## src/rtl/fifo_wr_arbiter_pkg.sv

```systemverilog
// fifo_arb_pkg: shared definitions for the FIFO write arbiter.
// Holds the FSM state encoding and the default parameter values used by
// the interface, the round-robin picker and the arbiter top.
package fifo_arb_pkg;

  typedef enum logic {
    IDLE  = 1'b0,
    BURST = 1'b1
  } arb_state_t;

  localparam int DEF_NUM_REQ    = 4;
  localparam int DEF_DATA_WIDTH = 8;
  localparam int DEF_MAX_BURST  = 4;

endpackage : fifo_arb_pkg

```

## src/rtl/fifo_wr_arbiter_if.sv

```systemverilog
// fifo_wr_arbiter_if: bundle of the requester side and FIFO write-port side
// signals of the arbiter.
//   req_i        : per-requester write request, bit k = requester k
//   wdata_i      : packed payloads, slice k = requester k
//   gnt_o        : one-hot grant, zero when idle
//   fifo_wr_en_o : write strobe into the FIFO
//   fifo_wdata_o : {owner ID, owner payload}
//   fifo_full_i  : FIFO full flag
//   busy_o       : high while a burst is in progress
// Modports: slave = arbiter side, master = environment side.
interface fifo_wr_arbiter_if
  import fifo_arb_pkg::*;
#(
  parameter int NUM_REQ    = DEF_NUM_REQ,
  parameter int DATA_WIDTH = DEF_DATA_WIDTH,
  parameter int ID_W       = $clog2(NUM_REQ)
);

  logic [NUM_REQ-1:0]            req_i;
  logic [NUM_REQ*DATA_WIDTH-1:0] wdata_i;
  logic [NUM_REQ-1:0]            gnt_o;
  logic                          fifo_wr_en_o;
  logic [ID_W+DATA_WIDTH-1:0]    fifo_wdata_o;
  logic                          fifo_full_i;
  logic                          busy_o;

  modport slave (
    input  req_i,
    input  wdata_i,
    input  fifo_full_i,
    output gnt_o,
    output fifo_wr_en_o,
    output fifo_wdata_o,
    output busy_o
  );

  modport master (
    output req_i,
    output wdata_i,
    output fifo_full_i,
    input  gnt_o,
    input  fifo_wr_en_o,
    input  fifo_wdata_o,
    input  busy_o
  );

endinterface : fifo_wr_arbiter_if

```

## src/rtl/fifo_wr_arbiter_rr_pick.sv

```systemverilog
// rr_pick: combinational round-robin selector.
//   i_req        : request vector
//   i_last_owner : index of the previous owner
//   o_valid      : at least one request is set
//   o_owner      : first requester found searching upward from
//                  (i_last_owner+1) mod NUM_REQ, with wrap
module rr_pick
  import fifo_arb_pkg::*;
#(
  parameter int NUM_REQ = DEF_NUM_REQ,
  parameter int ID_W    = $clog2(NUM_REQ)
) (
  input  logic [NUM_REQ-1:0] i_req,
  input  logic [ID_W-1:0]    i_last_owner,
  output logic               o_valid,
  output logic [ID_W-1:0]    o_owner
);

  // w_cand[gi] is the requester visited at search position gi.
  // One spare bit holds the unwrapped sum so non power-of-two NUM_REQ wraps.
  logic [ID_W:0]   w_sum  [NUM_REQ];
  logic [ID_W-1:0] w_cand [NUM_REQ];

  genvar gi;
  generate
    for (gi = 0; gi < NUM_REQ; gi++) begin : g_cand
      assign w_sum[gi]  = (ID_W+1)'(i_last_owner) + (ID_W+1)'(gi + 1);
      assign w_cand[gi] = (w_sum[gi] >= (ID_W+1)'(NUM_REQ))
                        ? ID_W'(w_sum[gi] - (ID_W+1)'(NUM_REQ))
                        : w_sum[gi][ID_W-1:0];
    end
  endgenerate

  // Walk from the farthest position back to the nearest so the nearest
  // active requester is the one left standing.
  always_comb begin
    o_valid = 1'b0;
    o_owner = '0;
    for (int i = NUM_REQ - 1; i >= 0; i--) begin
      if (i_req[w_cand[i]]) begin
        o_valid = 1'b1;
        o_owner = w_cand[i];
      end
    end
  end

endmodule : rr_pick

```

## src/rtl/fifo_wr_arbiter.sv

```systemverilog
// fifo_wr_arbiter: grants one of NUM_REQ requesters access to a FIFO write
// port for a burst of up to MAX_BURST beats, round-robin between bursts.
//   clk : clock, all state on its rising edge
//   rst : synchronous active-high reset
//   bus : fifo_wr_arbiter_if.slave (requests, payloads, grant, FIFO write
//         port, full flag, busy)
// Arbitration takes one IDLE cycle; writes only occur in BURST and are
// driven combinationally from the owner's request and the full flag.
module fifo_wr_arbiter
  import fifo_arb_pkg::*;
#(
  parameter int NUM_REQ    = DEF_NUM_REQ,
  parameter int DATA_WIDTH = DEF_DATA_WIDTH,
  parameter int MAX_BURST  = DEF_MAX_BURST
) (
  input  logic               clk,
  input  logic               rst,
  fifo_wr_arbiter_if.slave   bus
);

  localparam int ID_W  = $clog2(NUM_REQ);
  localparam int CNT_W = (MAX_BURST > 1) ? $clog2(MAX_BURST) : 1;

  arb_state_t         r_state;
  logic [ID_W-1:0]    r_owner;
  logic [ID_W-1:0]    r_last_owner;
  logic [CNT_W-1:0]   r_beat;
  logic [NUM_REQ-1:0] r_gnt;

  logic                  w_pick_valid;
  logic [ID_W-1:0]       w_pick_owner;
  logic                  w_owner_req;
  logic [DATA_WIDTH-1:0] w_owner_data;
  logic                  w_in_burst;
  logic                  w_beat;
  logic                  w_last_beat;

  rr_pick #(
    .NUM_REQ (NUM_REQ),
    .ID_W    (ID_W)
  ) u_rr_pick (
    .i_req        (bus.req_i),
    .i_last_owner (r_last_owner),
    .o_valid      (w_pick_valid),
    .o_owner      (w_pick_owner)
  );

  assign w_owner_req  = bus.req_i[r_owner];
  assign w_owner_data = bus.wdata_i[r_owner*DATA_WIDTH +: DATA_WIDTH];

  // Reset gates the write path so an aborted burst cannot leak a beat.
  assign w_in_burst  = (r_state == BURST) & ~rst;
  assign w_beat      = w_in_burst & w_owner_req & ~bus.fifo_full_i;
  assign w_last_beat = w_beat & (r_beat == CNT_W'(MAX_BURST - 1));

  assign bus.gnt_o        = r_gnt;
  assign bus.busy_o       = (r_state == BURST);
  assign bus.fifo_wr_en_o = w_beat;
  assign bus.fifo_wdata_o = w_in_burst ? {r_owner, w_owner_data} : '0;

  always_ff @(posedge clk) begin
    if (rst) begin
      r_state      <= IDLE;
      r_owner      <= '0;
      r_last_owner <= ID_W'(NUM_REQ - 1);
      r_beat       <= '0;
      r_gnt        <= '0;
    end else begin
      case (r_state)
        IDLE: begin
          if (w_pick_valid) begin
            r_owner <= w_pick_owner;
            r_gnt   <= NUM_REQ'(1) << w_pick_owner;
            r_beat  <= '0;
            r_state <= BURST;
          end
        end
        BURST: begin
          // A full FIFO only stalls; release comes from the owner dropping
          // its request or from the final beat of the burst.
          if (!w_owner_req || w_last_beat) begin
            r_state      <= IDLE;
            r_gnt        <= '0;
            r_last_owner <= r_owner;
          end else if (w_beat) begin
            r_beat <= r_beat + 1'b1;
          end
        end
        default: begin
          r_state <= IDLE;
          r_gnt   <= '0;
        end
      endcase
    end
  end

endmodule : fifo_wr_arbiter

```

## src/flat_wrapper.sv

```systemverilog
// flat-port wrapper written by rule: the top's interface ports become plain ports
module fifo_wr_arbiter_flat import fifo_arb_pkg::*;
#(
  parameter int NUM_REQ    = DEF_NUM_REQ,
  parameter int DATA_WIDTH = DEF_DATA_WIDTH,
  parameter int MAX_BURST  = DEF_MAX_BURST
)
  (clk, rst, bus_req_i, bus_wdata_i, bus_fifo_full_i, bus_gnt_o, bus_fifo_wr_en_o, bus_fifo_wdata_o, bus_busy_o);
  fifo_wr_arbiter_if #(.NUM_REQ(NUM_REQ), .DATA_WIDTH(DATA_WIDTH)) bus_i ();
  input  logic clk;
  input  logic rst;
  input wire logic [$bits(bus_i.req_i)-1:0] bus_req_i;
  input wire logic [$bits(bus_i.wdata_i)-1:0] bus_wdata_i;
  input wire logic [$bits(bus_i.fifo_full_i)-1:0] bus_fifo_full_i;
  output wire logic [$bits(bus_i.gnt_o)-1:0] bus_gnt_o;
  output wire logic [$bits(bus_i.fifo_wr_en_o)-1:0] bus_fifo_wr_en_o;
  output wire logic [$bits(bus_i.fifo_wdata_o)-1:0] bus_fifo_wdata_o;
  output wire logic [$bits(bus_i.busy_o)-1:0] bus_busy_o;
  assign bus_i.req_i = bus_req_i;
  assign bus_i.wdata_i = bus_wdata_i;
  assign bus_i.fifo_full_i = bus_fifo_full_i;
  assign bus_gnt_o = bus_i.gnt_o;
  assign bus_fifo_wr_en_o = bus_i.fifo_wr_en_o;
  assign bus_fifo_wdata_o = bus_i.fifo_wdata_o;
  assign bus_busy_o = bus_i.busy_o;
  fifo_wr_arbiter #(.NUM_REQ(NUM_REQ), .DATA_WIDTH(DATA_WIDTH), .MAX_BURST(MAX_BURST)) u_core (.clk(clk), .rst(rst), .bus(bus_i));
endmodule
```

## config.mk

```make
export PLATFORM = sky130hd
export DESIGN_NAME = fifo_wr_arbiter_flat
export DESIGN_NICKNAME = d
export VERILOG_FILES = /design/src/rtl/fifo_wr_arbiter_pkg.sv /design/src/rtl/fifo_wr_arbiter_if.sv /design/src/rtl/fifo_wr_arbiter_rr_pick.sv /design/src/rtl/fifo_wr_arbiter.sv /design/src/flat_wrapper.sv
export SDC_FILE = /design/constraint.sdc
export NUM_CORES = 1
export LEC_CHECK = 0
export ABC_AREA = 1
export CORE_MARGIN = 1.5
export CORE_UTILIZATION = 36
export CTS_CLUSTER_SIZE = 28
export DETAILED_ROUTE_END_ITERATION = 8
export PLACE_DENSITY = 0.76
export SETUP_SLACK_MARGIN = 0.02
export SYNTH_ARGS = -nofsm -noshare
export SYNTH_HDL_FRONTEND = slang
export SYNTH_HIERARCHICAL = 1
export SYNTH_SLANG_ARGS = --single-unit
export TNS_END_PERCENT = 1
```

## constraint.sdc

```tcl
create_clock -name clk -period 1.7 [get_ports clk]
set_clock_uncertainty 0.1 [all_clocks]
set_input_delay 0.34 -clock clk [delete_from_list [all_inputs] [get_ports clk]]
set_output_delay 0.34 -clock clk [all_outputs]
set_load 0.05 [all_outputs]
```

==> out/summary.md <==
The run finished, with violations left. The checks that failed: negative setup slack. The post-synthesis share of cell area spent on and, or, nand and nor gates works out to 0.475. Timing would allow up to 0.535 GHz.

TritonCTS built the clock tree. The number of vias per cell was 5.11. The tools report the final number of max-transition violations as 0. The top cell type's share of synthesized area is 0.199.

The transition time of the tightest slew-check pin is 0.246 ns, and the number of sinks driven by the clock tree is 11. Minimum setup slack in the final design: -0.168 ns. Later-pin clock latency in the skew report: 0.27 ns. For the DRC violation count after routing, the log shows 0. For the netlist area before placement, the log shows 0.00111 sq mm. The HPWL after detailed placement is 2690 um. The run gives 0.0374 as the met3 demand-to-capacity share in global routing. The number of global-route vias before repair is 1358, and the count of endpoints failing setup in the final report is 12.

The core area is 0.00283 sq mm, and the final period demand of the worst path is 1.87 ns. The worst setup path is launched from a register. The run gives 192 as the instance count of the mapped netlist. The total of flip-flops plus latches after synthesis is 11.

CTS placed an instance of sky130_fd_sc_hd__clkbuf_4 at the clock tree root. The class of the most critical setup path was register to output port. For this block, the via count after detailed routing is 1503. The adder-cell share of the synthesized area is 0.0113, and the XOR/XNOR share of the synthesized area is 0. The clock slew at the register clock pins of the worst setup and hold paths is 0.07 ns, and the mean area per synthesized cell is 5.76 sq um. The final cycle utilization of the critical path works out to 1.10. The number of warnings printed during yosys synthesis is 6, and the normalized max-slew margin is 0.835. The run gives 0 as the count of endpoints failing hold in the final timing report.

The detail route stage leaves a number of antenna-violating nets equal to 0. Class of the worst hold path: register to register. The multiplexer share of the synthesized area was 0.

Of all cell types, the one taking the most synthesized area is sky130_fd_sc_hd__dfxtp_1. The number of buffer cells added on primary ports came out at 54. Relative to the synthesized area, the layout overhead comes to 106%. Data on the critical path arrives at its endpoint at 1.43 ns.

Dividing the detail-routed wire length by the instance count gives 13.9 um. Largest fanout on the critical path: 7. The worst setup path is captured at an output port. For this design the ratio of total power to cell area is 1130 mW/mm^2. The total track usage is 0.221, and the I/O pin total is 55. For the worst setup path, the data required time is 1.26 ns.

Measured along the x axis, the die boundary spans 58.4 um. The first global-routing pass estimated 5950 um of wire. The floorplan step defined a die boundary enclosing 0.00341 sq mm. Summed over all layers, the routed wires come to 4100 um.

The number of max-cap violations came out at 0. The tools report the count of routing violations after the opening detailed-route iteration as 72. Sorting the synthesized cells by area gives the leading types as sky130_fd_sc_hd__dfxtp_1 (20%), sky130_fd_sc_hd__nor2_1 (14%), sky130_fd_sc_hd__nand2_1 (14%), sky130_fd_sc_hd__o21ai_0 (7.2%), sky130_fd_sc_hd__nand2_2 (6.2%). The count of H-tree levels built during CTS is 1. The share of post-route cells with drive strength above 1 came out at 0.445.

The run gives 4 as the detailed-routing iteration count for the pre-antenna-repair pass. Power comes to 2.58 mW. The post-layout net count came out at 304. The largest family of logic cells by synthesized area was simple AND/OR/NAND/NOR gates. The die outline height came out at 58.4 um.

The initial core utilization was 0.391; the met1 routing resource usage after global routing was 0.269. The global routing stage identified its most utilized layer as met2. The run gives 21 as the largest net degree at the start of global routing. The tools report the weighted congestion reported at the end of routability-driven placement as 0.843. Counting every net in the synthesized netlist gives 232. The tools report the number of antenna violations at the first check in global routing as 0. The maximum VDD drop is 0.000857 V, and the row count is 19. For this run the aggregate overflow at the end of global routing stands at 0.

For the fraction of the yosys area taken by sequential cells, the log shows 0.199. The run gives 28 as the post-synthesis cell type count. The setup TNS is -1.36 ns, and the clock tree buffer depth is 2.

The complex-gate fraction of the synthesized area is 0.171. Setup repair after global routing could not meet its margin everywhere. The final core utilization is 0.805, and the met2 track demand over resource is 0.396. The total inserted antenna cells was 0; the leakage power was 0.984 nW. The fill cell instance count of the final layout is 186. Buffers inserted during clock tree synthesis total 3.
-- final timing paths --
kind         cells past startpoint  slack, ns             endpoint                    from
max                              6      -0.17  bus_fifo_wdata_o[4]       u_core/r_owner[0]
max reg2reg                     13      -0.01  u_core/bus.gnt_o[1]  u_core/r_last_owner[0]
min reg2reg                      2       0.38  u_core/bus.gnt_o[3]     u_core/bus.gnt_o[3]
min                              2       0.38  u_core/bus.gnt_o[3]     u_core/bus.gnt_o[3]
-- state kept, by name, summed over array words and instances, names as in the netlist --
register and flops:
u_core/bus.gnt_o 4, u_core/r_beat 2, u_core/r_last_owner 2, u_core/r_owner 2
u_core/bus.busy_o 1
-- critical path, stage by stage (launching register included) --
cell	delay [ns]
sky130_fd_sc_hd__dfxtp_4	0.42
sky130_fd_sc_hd__buf_8	0.14
sky130_fd_sc_hd__nor2_1	0.05
sky130_fd_sc_hd__nor2_1	0.13
sky130_fd_sc_hd__o21ai_2	0.10
sky130_fd_sc_hd__a21oi_4	0.17
sky130_fd_sc_hd__buf_12	0.15
-- through the flow --
stage	setup WS (ns)	hold WS, ns	area, sq um	std cells
floorplan	-0.0652	0.368	1220	192
finish	-0.168	0.380	2280	294
CTS	-0.120	0.379	2150	293
global placement	-0.361	0.368	1990	284
global route	-0.257	0.394	2280	294
detailed placement	-0.433	0.369	1990	284
-- timing repair --
item / 4_1_cts / 5_1_grt
resized for setup: 53 / 31
pin swaps: 9 / 11
cloned: 0 / 1
setup buffers: 5 / 0
hold buffers: 0 / 0
setup endpoints to repair: 19 / 19
-- cell usage after synthesis --
| cell | instances |
|---|---|
| sky130_fd_sc_hd__o21ai_0 | 16 |
| sky130_fd_sc_hd__clkbuf_1 | 1 |
| sky130_fd_sc_hd__buf_6 | 4 |
| sky130_fd_sc_hd__nand3_2 | 4 |
| sky130_fd_sc_hd__ha_1 | 1 |
| sky130_fd_sc_hd__and2_4 | 1 |
| sky130_fd_sc_hd__nand2_1 | 40 |
| sky130_fd_sc_hd__nand4_2 | 1 |
| sky130_fd_sc_hd__nor2_1 | 41 |
| sky130_fd_sc_hd__a21oi_1 | 13 |
| sky130_fd_sc_hd__nor2_2 | 2 |
| sky130_fd_sc_hd__o211ai_1 | 2 |
| sky130_fd_sc_hd__buf_4 | 1 |
| sky130_fd_sc_hd__nand2_2 | 11 |
| sky130_fd_sc_hd__clkinv_1 | 1 |
| sky130_fd_sc_hd__nand3_1 | 11 |
| sky130_fd_sc_hd__o21ai_1 | 1 |
| sky130_fd_sc_hd__or2_2 | 1 |
| sky130_fd_sc_hd__a21boi_1 | 1 |
| sky130_fd_sc_hd__buf_2 | 3 |
| sky130_fd_sc_hd__dfxtp_1 | 11 |
| sky130_fd_sc_hd__inv_1 | 17 |
| sky130_fd_sc_hd__inv_2 | 3 |
| sky130_fd_sc_hd__nand4_1 | 1 |
| sky130_fd_sc_hd__a211oi_1 | 1 |
| sky130_fd_sc_hd__inv_6 | 1 |
| sky130_fd_sc_hd__o21ai_2 | 1 |
| sky130_fd_sc_hd__nor2_4 | 1 |
-- where the power goes --
group | switching [mW] | leakage, nW | internal (mW)
clock | 0.0862 | 0.0150 | 0.0907
combinational | 1.13 | 0.878 | 0.861
sequential | 0.0706 | 0.0911 | 0.338
-- layer usage --
metal  vias to the layer above  part of all wire  routed length [um]
met5                         -                 0                   0
met4                         0             0.012                  50
met3                         6             0.043                 177
met2                        47              0.52                2120
met1                       692              0.43                1760
li1                        758                 -                   -
-- cells in the final DEF (no fill, tap or decap), types with 2 or more instances in the layout --
| master | count |
|---|---|
| sky130_fd_sc_hd__o211ai_1 | 2 |
| sky130_fd_sc_hd__inv_1 | 12 |
| sky130_fd_sc_hd__clkdlybuf4s50_1 | 33 |
| sky130_fd_sc_hd__buf_12 | 14 |
| sky130_fd_sc_hd__buf_4 | 18 |
| sky130_fd_sc_hd__nor2_1 | 27 |
| sky130_fd_sc_hd__nand2_1 | 38 |
| sky130_fd_sc_hd__nand2_2 | 12 |
| sky130_fd_sc_hd__nor2_2 | 4 |
| sky130_fd_sc_hd__a21oi_4 | 8 |
| sky130_fd_sc_hd__inv_2 | 6 |
| sky130_fd_sc_hd__nand3_1 | 10 |
| sky130_fd_sc_hd__a21oi_1 | 4 |
| sky130_fd_sc_hd__clkbuf_4 | 3 |
| sky130_fd_sc_hd__nand3_2 | 5 |
| sky130_fd_sc_hd__dfxtp_1 | 6 |
| sky130_fd_sc_hd__dfxtp_2 | 4 |
| sky130_fd_sc_hd__dlygate4sd2_1 | 4 |
| sky130_fd_sc_hd__buf_6 | 3 |
| sky130_fd_sc_hd__buf_8 | 2 |
| sky130_fd_sc_hd__o21ai_2 | 11 |
| sky130_fd_sc_hd__o21ai_1 | 6 |
| sky130_fd_sc_hd__nor2_4 | 13 |
-- final cells by class --
type / instances / area, sq um / share of cell area
Timing Repair Buffer: 76 / 882 / 0.388
Inverter: 22 / 111 / 0.0489
Tap cell: 31 / 38.8 / 0.0170
Sequential cell: 11 / 229 / 0.101
Clock buffer: 4 / 26.3 / 0.0115
Multi-Input combinational cell: 150 / 988 / 0.434
-- kinds of logic after synthesis --
family / after synthesis
buffers and inverters: 31
AND/OR/NAND/NOR: 114
AO/OA/AOI/OAI: 35
adder cells (fa/ha/maj): 1
flip-flops: 11
Note: power is estimated with default switching activity, not from simulation.
==> edit 1: new RTL, same settings <==
Change the package constant `DEF_MAX_BURST` from 4 to 8.
--- a/src/rtl/fifo_wr_arbiter_pkg.sv
+++ b/src/rtl/fifo_wr_arbiter_pkg.sv
@@ -10,7 +10,7 @@
 
   localparam int DEF_NUM_REQ    = 4;
   localparam int DEF_DATA_WIDTH = 8;
-  localparam int DEF_MAX_BURST  = 4;
+  localparam int DEF_MAX_BURST  = 8;
 
 endpackage : fifo_arb_pkg
 
Function: changed (Yosys sat finds a counterexample within 10 cycles, from zero or initial values and one cycle with rst high).
==> edit 1 against the original RTL <==
- the flow still finishes with violations (negative setup slack)
- worst setup slack better by 0.00061 ns
- sequential power is 7.1% higher
- wire length is 0.41% lower
- power is 6.4% higher
- area after synthesis is 5.0% higher
- utilization is 2.5 points lower
- sequential cell count is 1 higher
- combinational power is 4% higher
- final cell count is 7.5% higher
- design area is 4.5% higher
- first-iteration DRC count is 14% lower
- fmax hardly changed
- largest power group unchanged
==> edit 1: results (changes against the original RTL) <==
metric,value,unit,change
status,"complete, but fails checks",,unchanged
violations,negative setup slack,,unchanged
synthTopCellsByCount,"nand2_1 (43), nor2_1 (41), inv_1 (16), o21ai_0 (16)",,"was nor2_1 (41), nand2_1 (40), inv_1 (17), o21ai_0 (16), a21oi_1 (13)"
slew_headroom,82.23,%,was 83.50%
drt-pass1-iter-count,6,,was 4
power_leakage,1.022,nW,was 0.9838 nW
synthCells,199,,was 192
cp_max_fo,18,,was 7
routed_wirelength,4.084,mm,was 4.101 mm
grt_pass1_wl,6.810,mm,was 5.954 mm
placed_area,2087,um^2,was 1988 um^2
slowest_delay,0.38,ns,was 0.42 ns
cp_top_family,flip-flops,,unchanged
setup_viol,10,,was 12
netlist_top_cells_area,"dfxtp_1 (21%), nand2_1 (14%), nor2_1 (13%), o21ai_0 (6.9%), nand2_2 (5.9%)",,"was dfxtp_1 (20%), nor2_1 (14%), nand2_1 (14%), o21ai_0 (7.2%), nand2_2 (6.2%)"
layout.nets,314,,was 304
grtUsageTotal,25.33,%,was 22.14%
gp_congestion,0.8288,,was 0.8430
fin_hold_ws,0.3789,ns,was 0.3804 ns
r2r_cells,9,,was 13
hpwl,2.751,mm,was 2.694 mm
vdd_drop_max,0.0007740,V,was 0.0008572 V
drive_gt1_share,43.75,%,was 44.49%
crit_end,bus_fifo_wdata_o[6],,was bus_fifo_wdata_o[4]
cts_resized,65,,was 53
synth_cell_types,30,,was 28
layout_setup_ws,-0.1673,ns,was -0.1679 ns
drtIter0Drc,62,,was 72
synthAdderAreaFrac,2.155,%,was 1.131%
synth_compound_area_share,16.27,%,was 17.08%
stdcell_count,316,,was 294
fillerInstances,223,,was 186
post-place-ws,-0.4497,ns,was -0.4332 ns
vias_per_cell,4.845,,was 5.112
finalSetupTns,-1.290,ns,was -1.364 ns
r2r_end,u_core/bus.gnt_o[2],,was u_core/bus.gnt_o[1]
grt_max_degree,22,,was 21
-- edit 1: changes by cell type in the layout (fill, tap and decap cells not counted), sizes merged --
cell and change:
ha +1, nor2 +1, dlygate4sd2 +1, nand4 +1, nand2 +3, dfxtp +1, buf +2, dlymetal6s2s -1
clkinv +1, clkbuf -1
-- edit 1: area by class of cell --
| cell class | instances | area (um^2) | area share (%) |
|---|---|---|---|
| Timing Repair Buffer | 77 | 883.3 | 37.14 |
| Inverter | 22 | 113.9 | 4.787 |
| Clock buffer | 4 | 36.28 | 1.526 |
| Sequential cell | 12 | 249.0 | 10.47 |
| Tap cell | 44 | 55.05 | 2.315 |
| Multi-Input combinational cell | 156 | 1025 | 43.08 |
| Timing Repair inverter | 1 | 16.27 | 0.6839 |
-- edit 1: power groups by stage --
stage	sequential, mW	combinational (mW)	clock [mW]
floorplan	0.520	1.06	0
global placement	0.420	1.74	0
detailed placement	0.425	1.75	0
CTS	0.433	2.00	0.242
global route	0.446	2.24	0.258
finish	0.437	2.07	0.232
-- edit 1: metal layers --
metal,global-route usage (%),share of wire [%],vias up
met5,0,0,-
met4,8.254,1.8,0
met3,4.329,2.7,9
met2,47.36,53,25
met1,28.59,43,707
li1,-,-,790
-- edit 1: logic make-up after synthesis --
| kind of cell | count (synthesis) |
|---|---|
| buf+inv | 31 |
| fa+ha+maj | 2 |
| compound gates | 35 |
| simple gates | 119 |
| flops | 12 |
-- edit 1: worst min-delay path, delay by kind of cell, from the launching register on --
kind / cells / cell delay, ns
flip-flops: 1 / 0.31
AND/OR/NAND/NOR: 1 / 0.07
AO/OA/AOI/OAI: 1 / 0.05
==> edit 2: new RTL, same settings <==
Made on the original files. Make the reset (`rst`) asynchronous in one clocked block. Comments in the files are not updated.
--- a/src/rtl/fifo_wr_arbiter.sv
+++ b/src/rtl/fifo_wr_arbiter.sv
@@ -58,7 +58,7 @@
   assign bus.fifo_wr_en_o = w_beat;
   assign bus.fifo_wdata_o = w_in_burst ? {r_owner, w_owner_data} : '0;
 
-  always_ff @(posedge clk) begin
+  always_ff @(posedge clk or posedge rst) begin
     if (rst) begin
       r_state      <= IDLE;
       r_owner      <= '0;
Function: differs if rst is asserted again (counterexample within 4 cycles, from zero or initial values and one cycle with rst high); with rst held inactive, the same outputs for 10 cycles.
==> edit 2 against the original RTL <==
- the run ends with design-rule violations, negative setup slack left
- design area is 5.8% lower
- utilization is 4.0 points lower
- power is 47% higher
- wire length is 13% lower
- worst setup slack worse by 0.028 ns
- fmax is 1.5% lower
- sequential cell count stayed put
- area after synthesis is 2.1% lower
- largest power group unchanged
==> edit 2: results (changes against the original RTL) <==
metric,value,unit,change
finalSetupTns,-1.954,ns,was -1.364 ns
slowest_delay,0.44,ns,was 0.42 ns
reg2reg_from,u_core/r_last_owner[0],,unchanged
setup_viol,17,,was 12
drc,4,,was 0
grt_pass1_wl,5.940,mm,was 5.954 mm
tightest_slew,0.2753,ns,was 0.2458 ns
r2r_end,u_core/bus.gnt_o[2],,was u_core/bus.gnt_o[1]
yosysSeqAreaShare,25.66,%,was 19.91%
vdd_drop_max,0.001226,V,was 0.0008572 V
detail_route.wl_per_cell,12.63,um,was 13.95 um
dr_wl_met2,1.749,mm,was 2.116 mm
grtUsageTotal,22.61,%,was 22.14%
hold_path_class,in2async,,was reg2reg
fillerInstances,213,,was 186
netlist_top_cells_area,"dfrtp_1 (21%), nor2_1 (13%), nand2_1 (13%), o21ai_0 (8.8%), nand3_1 (8.3%)",,"was dfxtp_1 (20%), nor2_1 (14%), nand2_1 (14%), o21ai_0 (7.2%), nand2_2 (6.2%)"
worst-r2r-setup-slack,-0.05,ns,was -0.01 ns
synth_cell_types,24,,was 28
critPathSlowestCell,dfrtp_2,,was dfxtp_4
layout_setup_ws,-0.1958,ns,was -0.1679 ns
r2r_cells,9,,was 13
synth_nets,224,,was 232
cp_max_fo,6,,was 7
synthTopCellsByCount,"nor2_1 (38), nand2_1 (37), o21ai_0 (19), inv_1 (18), nand3_1 (18)",,"was nor2_1 (41), nand2_1 (40), inv_1 (17), o21ai_0 (16), a21oi_1 (13)"
drive_gt1_share,37.60,%,was 44.49%
status,"complete, but fails checks",,unchanged
drt-pass1-iter-count,6,,was 4
grt_pass1_vias,1368,,was 1358
met1Wirelength,1.636,mm,was 1.756 mm
power_leakage,0.9591,nW,was 0.9838 nW
hpwl,2.616,mm,was 2.694 mm
placed_area,1969,um^2,was 1988 um^2
layout.nets,291,,was 304
vias_per_cell,4.943,,was 5.112
synthArstFlopShare,100.0,%,was 0%
violations,"design-rule violations, negative setup slack",,was negative setup slack
gp_congestion,0.8174,,was 0.8430
## edit 2: area by class of cell
type	count	area (um^2)	share of cell area (%)
clock buffer	4	26.28	1.225
inverter	22	100.1	4.667
multi-input combinational	143	863.3	40.26
sequential	11	281.5	13.13
tap	31	38.79	1.809
timing repair buffer	69	827.0	38.56
timing repair inverter	1	7.507	0.3501
## edit 2: worst reg2reg max path, delay by kind of cell, from the launching register on
kind	cells	cell delay, ns
buffers and inverters	2	0.20
DFF	1	0.70
and+or+nand+nor	7	0.64
## edit 2: power by group
| part | internal (mW) | switching, mW | total (mW) |
|---|---|---|---|
| sequential | 0.388 | 0.191 | 0.579 |
| clock | 0.0909 | 0.0894 | 0.180 |
| combinational | 1.30 | 1.74 | 3.04 |
## edit 2: per-stage QoR
step / cells / hold WS (ns) / total power, mW / worst slack, ns
after global routing: 281 / 0.1551 / 4.067 / -0.2567
final: 281 / 0.1458 / 3.795 / -0.1958
after floorplan: 184 / 0.04284 / 2.301 / -0.01698
after detailed placement: 271 / 0.4068 / 3.233 / -0.2863
after global placement: 271 / 0.3904 / 3.197 / -0.2574
after CTS: 279 / 0.1429 / 3.693 / -0.1746
## edit 2: how the worst max path moves through the flow
stage	start	end	cells past startpoint
final	u_core/r_owner[1]	bus_fifo_wdata_o[4]	5
after global routing	u_core/r_owner[1]	bus_fifo_wdata_o[7]	5
after CTS	u_core/r_owner[0]	bus_fifo_wdata_o[6]	4
after detailed placement	bus_req_i[2]	u_core/bus.gnt_o[0]	10
after global placement	bus_req_i[3]	bus_fifo_wr_en_o	6
after floorplan	u_core/r_owner[1]	bus_fifo_wdata_o[1]	6
## edit 2: logic make-up after synthesis
kind of cell,Yosys count,synth area share [%]
buffers and inverters,30,12.83
DFF,11,25.67
adders and majority gates,1,1.156
and+or+nand+nor,109,44.28
AOI/OAI and AO/OA,33,16.07
## edit 2: what timing repair did
| item | 4_1_cts | 5_1_grt |
|---|---|---|
| setup endpoints to repair | 20 | 20 |
| pin swaps | 14 | 7 |
| endpoints found under the hold margin | 0 | 0 |
| buffers inserted | 2 | 2 |
| gates resized for setup | 42 | 8 |
| cloned | 2 | 0 |
## edit 2: per-layer routing
metal,vias up,track usage (%)
met2,32,39.12
met3,2,4.464
met4,0,4.319
met5,-,0
li1,720,-
met1,635,29.43
